`src/rtl/multicycle_control.sv`:
```
`default_nettype none
// ============================================================================
// Module   : multicycle_control
// Brief    : Moore-style main controller for a multicycle MIPS-like datapath.
//            Optional JAL support is enabled by MULTICYCLE_CONTROL_JAL_EN.
// Revision : 1.0 - initial release
// ============================================================================
module multicycle_control #(
    parameter int OPCODE_W = 6,
    parameter int ALUOP_W  = 3,
    parameter int STATE_W  = 4
) (
    input  logic                clk,
    input  logic                reset,
    input  logic [OPCODE_W-1:0] opcode,
    input  logic                zero,
    input  logic                mem_ready,
    output logic                pc_write,
    output logic                pc_write_cond,
    output logic                iord,
    output logic                mem_read,
    output logic                mem_write,
    output logic                ir_write,
    output logic                reg_dst,
    output logic                reg_write,
    output logic                mem_to_reg,
    output logic                jumpandlink,
    output logic                alu_src_a,
    output logic [1:0]          alu_src_b,
    output logic [ALUOP_W-1:0]  alu_op,
    output logic [1:0]          pc_source,
    output logic                instr_done,
    output logic                illegal_op,
    output logic [STATE_W-1:0]  state
);

    typedef enum logic [3:0] {
        FETCH   = 4'd0,
        DECODE  = 4'd1,
        MEMADR  = 4'd2,
        MEMRD   = 4'd3,
        MEMWB   = 4'd4,
        MEMWR   = 4'd5,
        EXEC    = 4'd6,
        RWB     = 4'd7,
        BRANCH  = 4'd8,
        JUMP    = 4'd9,
        IMMEX   = 4'd10,
        IMMWB   = 4'd11,
`ifdef MULTICYCLE_CONTROL_JAL_EN
        JAL     = 4'd12,
`endif
        ILLEGAL = 4'd13
    } state_t;

    localparam logic [OPCODE_W-1:0] OP_RTYPE = OPCODE_W'(0);
    localparam logic [OPCODE_W-1:0] OP_J     = OPCODE_W'(2);
    localparam logic [OPCODE_W-1:0] OP_JAL   = OPCODE_W'(3);
    localparam logic [OPCODE_W-1:0] OP_BEQ   = OPCODE_W'(4);
    localparam logic [OPCODE_W-1:0] OP_ADDI  = OPCODE_W'(8);
    localparam logic [OPCODE_W-1:0] OP_ANDI  = OPCODE_W'(12);
    localparam logic [OPCODE_W-1:0] OP_ORI   = OPCODE_W'(13);
    localparam logic [OPCODE_W-1:0] OP_LW    = OPCODE_W'(35);
    localparam logic [OPCODE_W-1:0] OP_SW    = OPCODE_W'(43);

    localparam logic [ALUOP_W-1:0] ALU_ADD  = ALUOP_W'(3'b000);
    localparam logic [ALUOP_W-1:0] ALU_SUB  = ALUOP_W'(3'b001);
    localparam logic [ALUOP_W-1:0] ALU_FUNC = ALUOP_W'(3'b010);
    localparam logic [ALUOP_W-1:0] ALU_AND  = ALUOP_W'(3'b011);
    localparam logic [ALUOP_W-1:0] ALU_OR   = ALUOP_W'(3'b100);

    state_t state_q, state_d;

    always_ff @(posedge clk or negedge reset) begin
        if (!reset) begin
            state_q <= FETCH;
        end else begin
            state_q <= state_d;
        end
    end

    always_comb begin
        state_d = state_q;
        case (state_q)
            FETCH:   if (mem_ready) state_d = DECODE;
            DECODE: begin
                case (opcode)
                    OP_RTYPE:                  state_d = EXEC;
                    OP_LW, OP_SW:              state_d = MEMADR;
                    OP_BEQ:                    state_d = BRANCH;
                    OP_J:                      state_d = JUMP;
                    OP_ADDI, OP_ANDI, OP_ORI:  state_d = IMMEX;
`ifdef MULTICYCLE_CONTROL_JAL_EN
                    OP_JAL:                    state_d = JAL;
`endif
                    default:                   state_d = ILLEGAL;
                endcase
            end
            MEMADR:  state_d = (opcode == OP_LW) ? MEMRD : MEMWR;
            MEMRD:   if (mem_ready) state_d = MEMWB;
            MEMWR:   if (mem_ready) state_d = FETCH;
            EXEC:    state_d = RWB;
            IMMEX:   state_d = IMMWB;
            default: state_d = FETCH;
        endcase
    end

    // Outputs decode from the state register; reset gates them low asynchronously.
    always_comb begin
        pc_write      = 1'b0;
        pc_write_cond = 1'b0;
        iord          = 1'b0;
        mem_read      = 1'b0;
        mem_write     = 1'b0;
        ir_write      = 1'b0;
        reg_dst       = 1'b0;
        reg_write     = 1'b0;
        mem_to_reg    = 1'b0;
        jumpandlink   = 1'b0;
        alu_src_a     = 1'b0;
        alu_src_b     = 2'b00;
        alu_op        = ALU_ADD;
        pc_source     = 2'b00;
        instr_done    = 1'b0;
        illegal_op    = 1'b0;
        state         = '0;
        if (reset) begin
            state = STATE_W'(state_q);
            case (state_q)
                FETCH: begin
                    mem_read  = 1'b1;
                    alu_src_b = 2'b01;
                    ir_write  = mem_ready;
                    pc_write  = mem_ready;
                end
                DECODE: alu_src_b = 2'b11;
                MEMADR: begin
                    alu_src_a = 1'b1;
                    alu_src_b = 2'b10;
                end
                MEMRD: begin
                    mem_read = 1'b1;
                    iord     = 1'b1;
                end
                MEMWB: begin
                    reg_write  = 1'b1;
                    mem_to_reg = 1'b1;
                    instr_done = 1'b1;
                end
                MEMWR: begin
                    mem_write  = 1'b1;
                    iord       = 1'b1;
                    instr_done = mem_ready;
                end
                EXEC: begin
                    alu_src_a = 1'b1;
                    alu_op    = ALU_FUNC;
                end
                RWB: begin
                    reg_write  = 1'b1;
                    reg_dst    = 1'b1;
                    instr_done = 1'b1;
                end
                BRANCH: begin
                    // The PC load itself is qualified by zero; pc_write_cond flags the branch.
                    alu_src_a     = 1'b1;
                    alu_op        = ALU_SUB;
                    pc_write_cond = 1'b1;
                    pc_write      = zero;
                    pc_source     = 2'b01;
                    instr_done    = 1'b1;
                end
                JUMP: begin
                    pc_write   = 1'b1;
                    pc_source  = 2'b10;
                    instr_done = 1'b1;
                end
                IMMEX: begin
                    alu_src_a = 1'b1;
                    alu_src_b = 2'b10;
                    if (opcode == OP_ANDI) begin
                        alu_op = ALU_AND;
                    end else if (opcode == OP_ORI) begin
                        alu_op = ALU_OR;
                    end
                end
                IMMWB: begin
                    reg_write  = 1'b1;
                    instr_done = 1'b1;
                end
`ifdef MULTICYCLE_CONTROL_JAL_EN
                JAL: begin
                    reg_write   = 1'b1;
                    jumpandlink = 1'b1;
                    pc_write    = 1'b1;
                    pc_source   = 2'b10;
                    instr_done  = 1'b1;
                end
`endif
                ILLEGAL: begin
                    illegal_op = 1'b1;
                    instr_done = 1'b1;
                end
                default: ;
            endcase
        end
    end

endmodule
`default_nettype wire
```
`config.mk`:
```
export PLATFORM = sky130hd
export DESIGN_NAME = multicycle_control
export DESIGN_NICKNAME = d
export VERILOG_FILES = /design/src/rtl/multicycle_control.sv
export SDC_FILE = /design/constraint.sdc
export NUM_CORES = 1
export LEC_CHECK = 0
export ABC_AREA = 1
export CORE_MARGIN = 4
export CORE_UTILIZATION = 40
export CTS_CLUSTER_DIAMETER = 200
export DETAILED_ROUTE_END_ITERATION = 10
export MAX_ROUTING_LAYER = met4
export PLACE_DENSITY = 0.79
export SYNTH_ARGS = -nofsm -noshare
export SYNTH_HDL_FRONTEND = slang
export SYNTH_SLANG_ARGS = --single-unit
```
`constraint.sdc`:
```
create_clock -name clk -period 3.2 [get_ports clk]
set_clock_uncertainty 0.2 [all_clocks]
set_input_delay 0.32 -clock clk [delete_from_list [all_inputs] [get_ports clk]]
set_output_delay 0.32 -clock clk [all_outputs]
set_load 0.01 [all_outputs]
```
==> impl_results.md, run 1 <==
* Initial Util at 42.8%
* Vias per std cell at 4.96
* Met2 routed WL at 933 um
* Final setup violation count at 0
* Simple-Gate Fraction of Synth Area at 50.7%
* Sink Count at 4
* Initial detailed-routing violation count at 17
* Post-synth top area share at 20.2%
* Synth area leader: nand2_1
* Share of the yosys chip area belonging to registers at 15.4%
* Pre-CTS setup slack at 0.627 ns
* Setup crit start kind: primary input
* Gate power share at 69.7%
* Top cells by area, synth: nand2_1 (20%), dfrtp_1 (15%), nor2_1 (14%)
* Hold buffers post-CTS at 0
* Int Pwr at 286 uW
* Vias in the first global route at 788
* Clock transition at path regs at 0.04 ns
* Yosys cell types at 22
* Routed WL per cell at 11.0 um
* Max incr delay on CP at 0.54 ns
* Post-synth EDFFs at 0
* Synth async-reset ratio at 100%
* Drt pass-1 iters at 4
* Core Util, Final at 65.8%
* Largest register FFs at 4
* GPL Wtd Cong at 0.891
* Flops & latches, synth at 4
* CP arrival at 2.07 ns
* Compound-Gate Fraction of Synth Area at 15.5%
* CTS tree: done
* Clk Latency, worst-skew pair at 0.25 ns
* Residual DRC count at 0
* Critical Path Start: opcode[5]
* Max FO, Critical Path at 5
* Worst R2R End: state_q[2]$_DFFE_PN0P_
* Setup repair bufs after CTS at 0
* Peak VDD IR at 0.416 mV
* Die H at 48.4 um
* Critical Path Stages at 7
* Max Buffers Root-to-Sink at 2
* GRT Util Overall at 18.7%
* CP Class: primary input to output pin
* Worst path bufs/invs at 2
* Critical path required time at 2.68 ns
* Tcrit/Tclk final at 80.9%
* Worst r2r src: state_q[3]$_DFFE_PN0P_
* Ports at 34
* Mux contribution to synthesized area at 0%
* Grt ovf at 0
* Most flop-heavy register: state_q
* Ys Warns at 0
* Syn Nets at 136
* Mapped Cells at 126
* P_sw at 281 uW
* Antenna-violating nets left at 0
* FF-to-FF path depth at 10
* Tmin final at 2.59 ns
* Switching fraction of total power at 49.6%
* Port Buffers at 32
* Layout cells sized above 1 at 10.7%
* Top cells by count, synth: nand2_1 (35), nor2_1 (24), inv_1 (20)
* Post-cts resize count at 0
* Initial antenna violation count at 0
* Final slew viol count at 0
* CTS Buf Count at 3
* First-pass GRT wire length at 3.40 mm
* Root Buffer: clkbuf_4
* Setup TNS at 0 ns
* Max-Cap Viols at 0
* Power Density at 565 nW/um^2
* Min Hold Slack at 0.184 ns
* Finished Layout Cells at 175
* H-tree Lvls at 1
* Most common cell in the netlist: nand2_1
* Num rows at 14
* Outcome: complete, no violations
* CP delay by family, top: buffers and inverters
* Core region area at 1520 sq um
* RSZ-0062 raised after global routing: false
* CP Cell Sequence: clkdlybuf4s50_1 -> nor2_1 -> nand2_1 -> nor3_1 -> a21oi_1 -> nor2_1 -> clkdlybuf4s50_1
* Mean area per synthesized cell at 5.17 sq um
* Area Growth Syn to Fin at 53.9%
* Largest registers: state_q x4
* Worst R2R Setup Slack at 1.56 ns
* Area of the die at 2340 sq um
* Post-Syn Area at 652 sq um
* Nets@finish at 171
* Post-route setup slack at 0.611 ns
* XOR/XNOR share of the synthesized area at 0%
* Worst min-delay path category: primary input to asynchronous set/reset pin
* Leakage at 0.000479 uW
* DR vias at 868
* Final wirelength at 1.93 mm
* Largest family of logic cells by synthesized area: simple AND/OR/NAND/NOR gates
* WL met3 at 143 um
* DR top layer: met4
* Slowest CP cell: clkdlybuf4s50_1
* Crit end category: output pin
* Fillers at 155
* Die width at 48.4 um
* DRT met1 WL at 807 um
* Final Hold Viols at 0
* DP Cell Count at 172
* Part of the power in registers at 18.2%
* Largest net degree at the start of global routing at 14
* Clk pwr share at 12.0%
* Leading register cell type out of synthesis: dfrtp_1
* Critical Path End: alu_op[1]
* Adder-cell share of the synthesized area at 0%
* Antenna Cells at 0
* F_max at 386 MHz
* Hpwl dp at 1.63 mm
cell type report:
cell class              count  area (sq um)  area share, %
clock buffers               3          22.5           2.24
inverters                  26          97.6           9.73
multi-input cells          93           435           43.4
flip-flops and latches      4           100           9.98
well taps                  16          20.0           2.00
repair buffers             33           328           32.7
placed cells by master (no fill, tap or decap), drive strengths merged:
master / n
conb: 1
nor2: 28
clkdlybuf4s50: 32
nand2: 35
a21oi: 6
nor4: 1
o21ai: 4
nand3: 2
inv: 26
o21bai: 1
a31oi: 4
o211ai: 2
buf: 1
nor3: 8
nand4: 1
clkbuf: 3
dfrtp: 4
cells by family after synthesis:
| family | after synthesis |
|---|---|
| flops | 4 |
| buf+inv | 29 |
| other cells | 1 |
| compound gates | 17 |
| simple gates | 75 |
stage by stage:
step                      area, sq um  total power, uW
after detailed placement          981              501
final                            1000              567
after CTS                        1000              571
after floorplan                   652              338
after global placement            981              498
after global routing             1000              625
layer usage:
layer,global-route usage (%),up-vias
li1,-,452
met1,20.8,377
met2,30.2,33
met3,6.13,6
met4,8.29,0
met5,-,-
power by group through the flow:
stage,logic [uW],clock network [uW],registers [uW]
global placement,393,0,104
global route,440,77.4,108
CTS,399,69.9,103
finish,395,68.2,103
floorplan,243,0,94.9
detailed placement,398,0,103
how the worst min path moves through the flow:
stage	start	to	slack [ns]	depth (start not counted)
global placement	state_q[0]$_DFFE_PN0P_	state_q[0]$_DFFE_PN0P_	0.43	2
floorplan	reset	state_q[0]$_DFFE_PN0P_	-0.18	0
finish	reset	state_q[1]$_DFFE_PN0P_	0.18	2
CTS	reset	state_q[1]$_DFFE_PN0P_	0.19	2
global route	reset	state_q[1]$_DFFE_PN0P_	0.20	2
detailed placement	state_q[0]$_DFFE_PN0P_	state_q[0]$_DFFE_PN0P_	0.42	2
No activity file was read; power rests on OpenSTA's default activity.
==> run 2, diff against run 1 <==
CORE_UTILIZATION = 35   (was 40)
PLACE_DENSITY = 0.73   (was 0.79)
clock period = 2.2 ns   (was 3.2 ns; I/O delays follow)
==> run 2 against run 1 <==
- highest routed layer unchanged
- largest cell class is now buffers
- first-iteration DRC count fell by 35%
- global-route usage rose by 1.5 points
- the run now ends with setup timing left
- cell area rose by 20%
- register-to-register slack got worse by 1.0 ns
- largest power group unchanged
==> impl_results.md, run 2 (same netlist as run 1, synthesis figures left out) <==
* Worst min-delay path category: primary input to asynchronous set/reset pin
* CTS Buf Count at 3
* Antenna Cells at 0
* Area of the die at 2620 sq um
* Worst R2R Setup Slack at 0.54 ns
* H-tree Lvls at 1
* Largest registers: state_q x4
* Nets@finish at 193
* Clk Latency, worst-skew pair at 0.25 ns
* Clock transition at path regs at 0.04 ns
* Critical path required time at 1.78 ns
* Core Util, Final at 68.7%
* First-pass GRT wire length at 3.88 mm
* Worst r2r src: state_q[2]$_DFFE_PN0P_
* CP arrival at 1.86 ns
* Outcome: complete, but fails checks
* Vias per std cell at 4.78
* Antenna-violating nets left at 0
* Critical Path Start: state_q[0]$_DFFE_PN0P_
* Peak VDD IR at 0.403 mV
* Failing checks: setup timing
* Critical Path End: ir_write
* Drt pass-1 iters at 6
* Footprint of the multi-input gates at 460 sq um
* Layout cells sized above 1 at 27.6%
* Largest register FFs at 4
* Worst R2R End: state_q[2]$_DFFE_PN0P_
* Leakage at 0.000698 uW
* Die width at 51.2 um
* Tmin final at 2.28 ns
* Final slew viol count at 0
* GRT Util Overall at 20.2%
* GPL Wtd Cong at 0.867
* Final setup violation count at 3
* Root Buffer: clkbuf_4
* Die H at 51.2 um
* Post-route setup slack at -0.0803 ns
* Vias in the first global route at 956
* Max Buffers Root-to-Sink at 2
* Initial Util at 37.3%
* F_max at 439 MHz
* Grt ovf at 0
* Area Growth Syn to Fin at 84.1%
* Initial detailed-routing violation count at 11
* CP Class: flip-flop to output pin
* Most frequent cells in the layout: nand2_1 (33), buf_4 (23), nor2_1 (20)
* Power Density at 783 nW/um^2
* CTS tree: done
* Max-Cap Viols at 0
* Initial antenna violation count at 0
* RSZ-0062 raised after global routing: true
* Num rows at 15
* Port Buffers at 32
* Fillers at 164
* Final Hold Viols at 0
* Setup crit start kind: flip-flop
* FF-to-FF path depth at 11
* Largest net degree at the start of global routing at 11
* Ports at 34
* Max FO, Critical Path at 3
* Commonest non-fill, non-tap cell in the layout: nand2_1
* Residual DRC count at 0
* Crit end category: output pin
* Core region area at 1750 sq um
* DR vias at 984
* Most flop-heavy register: state_q
* Tcrit/Tclk final at 104%
* Hpwl dp at 1.84 mm
* Final wirelength at 2.26 mm
* Setup TNS at -0.0962 ns
* Routed WL per cell at 11.0 um
* Reg area at 101 sq um
* Sink Count at 4
* Hold buffers post-CTS at 0
==> run 2: worst min path at each step <==
stage / from / endpoint / slack, ns / cells past startpoint
after CTS: reset / state_q[1]$_DFFE_PN0P_ / 0.09 / 2
after global routing: reset / state_q[3]$_DFFE_PN0P_ / 0.09 / 2
after detailed placement: reset / state_q[3]$_DFFE_PN0P_ / 0.35 / 2
after floorplan: reset / state_q[0]$_DFFE_PN0P_ / -0.28 / 0
after global placement: reset / state_q[3]$_DFFE_PN0P_ / 0.35 / 2
final: reset / state_q[3]$_DFFE_PN0P_ / 0.08 / 2
==> run 2: per-stage QoR <==
stage	hold WS [ns]	std cells	setup WS [ns]	total power, uW	cell area [sq um]
3_5_place_dp	0.349	200	-0.0888	809	1130
5_1_grt	0.0880	206	-0.177	1020	1200
6_report	0.0843	206	-0.0803	940	1200
3_3_place_gp	0.346	200	-0.0105	798	1130
2_1_floorplan	-0.276	126	0.484	491	652
4_1_cts	0.0874	203	-0.130	892	1160
==> run 2: worst max-delay path: stages (launching register included) <==
cell	delay, ns
dfrtp_1	0.41
inv_2	0.10
nand2_2	0.08
nor2_2	0.15
inv_1	0.08
nor3_2	0.14
buf_4	0.13
clkdlybuf4s50_1	0.52
==> run 2: per-layer routing <==
| layer | global-route usage, % | vias up | part of all wire (%) |
|---|---|---|---|
| met5 | - | - | 0 |
| met4 | 14.3 | 0 | 2.8 |
| met3 | 2.62 | 5 | 5.3 |
| met2 | 37.1 | 34 | 53 |
| met1 | 19.3 | 443 | 39 |
| li1 | - | 502 | - |
==> run 2: what timing repair did <==
| item | in CTS | in global routing |
|---|---|---|
| cloned | 0 | 0 |
| setup endpoints to repair | 14 | 9 |
| gates resized for setup | 15 | 11 |
| setup buffers | 0 | 3 |
==> run 2: final cells by class <==
| type | count | share of cell area (%) |
|---|---|---|
| well taps | 25 | 2.61 |
| flip-flops and latches | 4 | 8.45 |
| clock buffers | 3 | 1.88 |
| repair buffers | 55 | 40.6 |
| multi-input cells | 93 | 38.4 |
| inverters | 26 | 8.13 |
==> run 2: report_power, final <==
part,internal (uW),total [uW],switching (uW)
Sequential,103,137,34.0
Clock,61.5,99.9,38.4
Combinational,318,703,385
Total,482,940,457
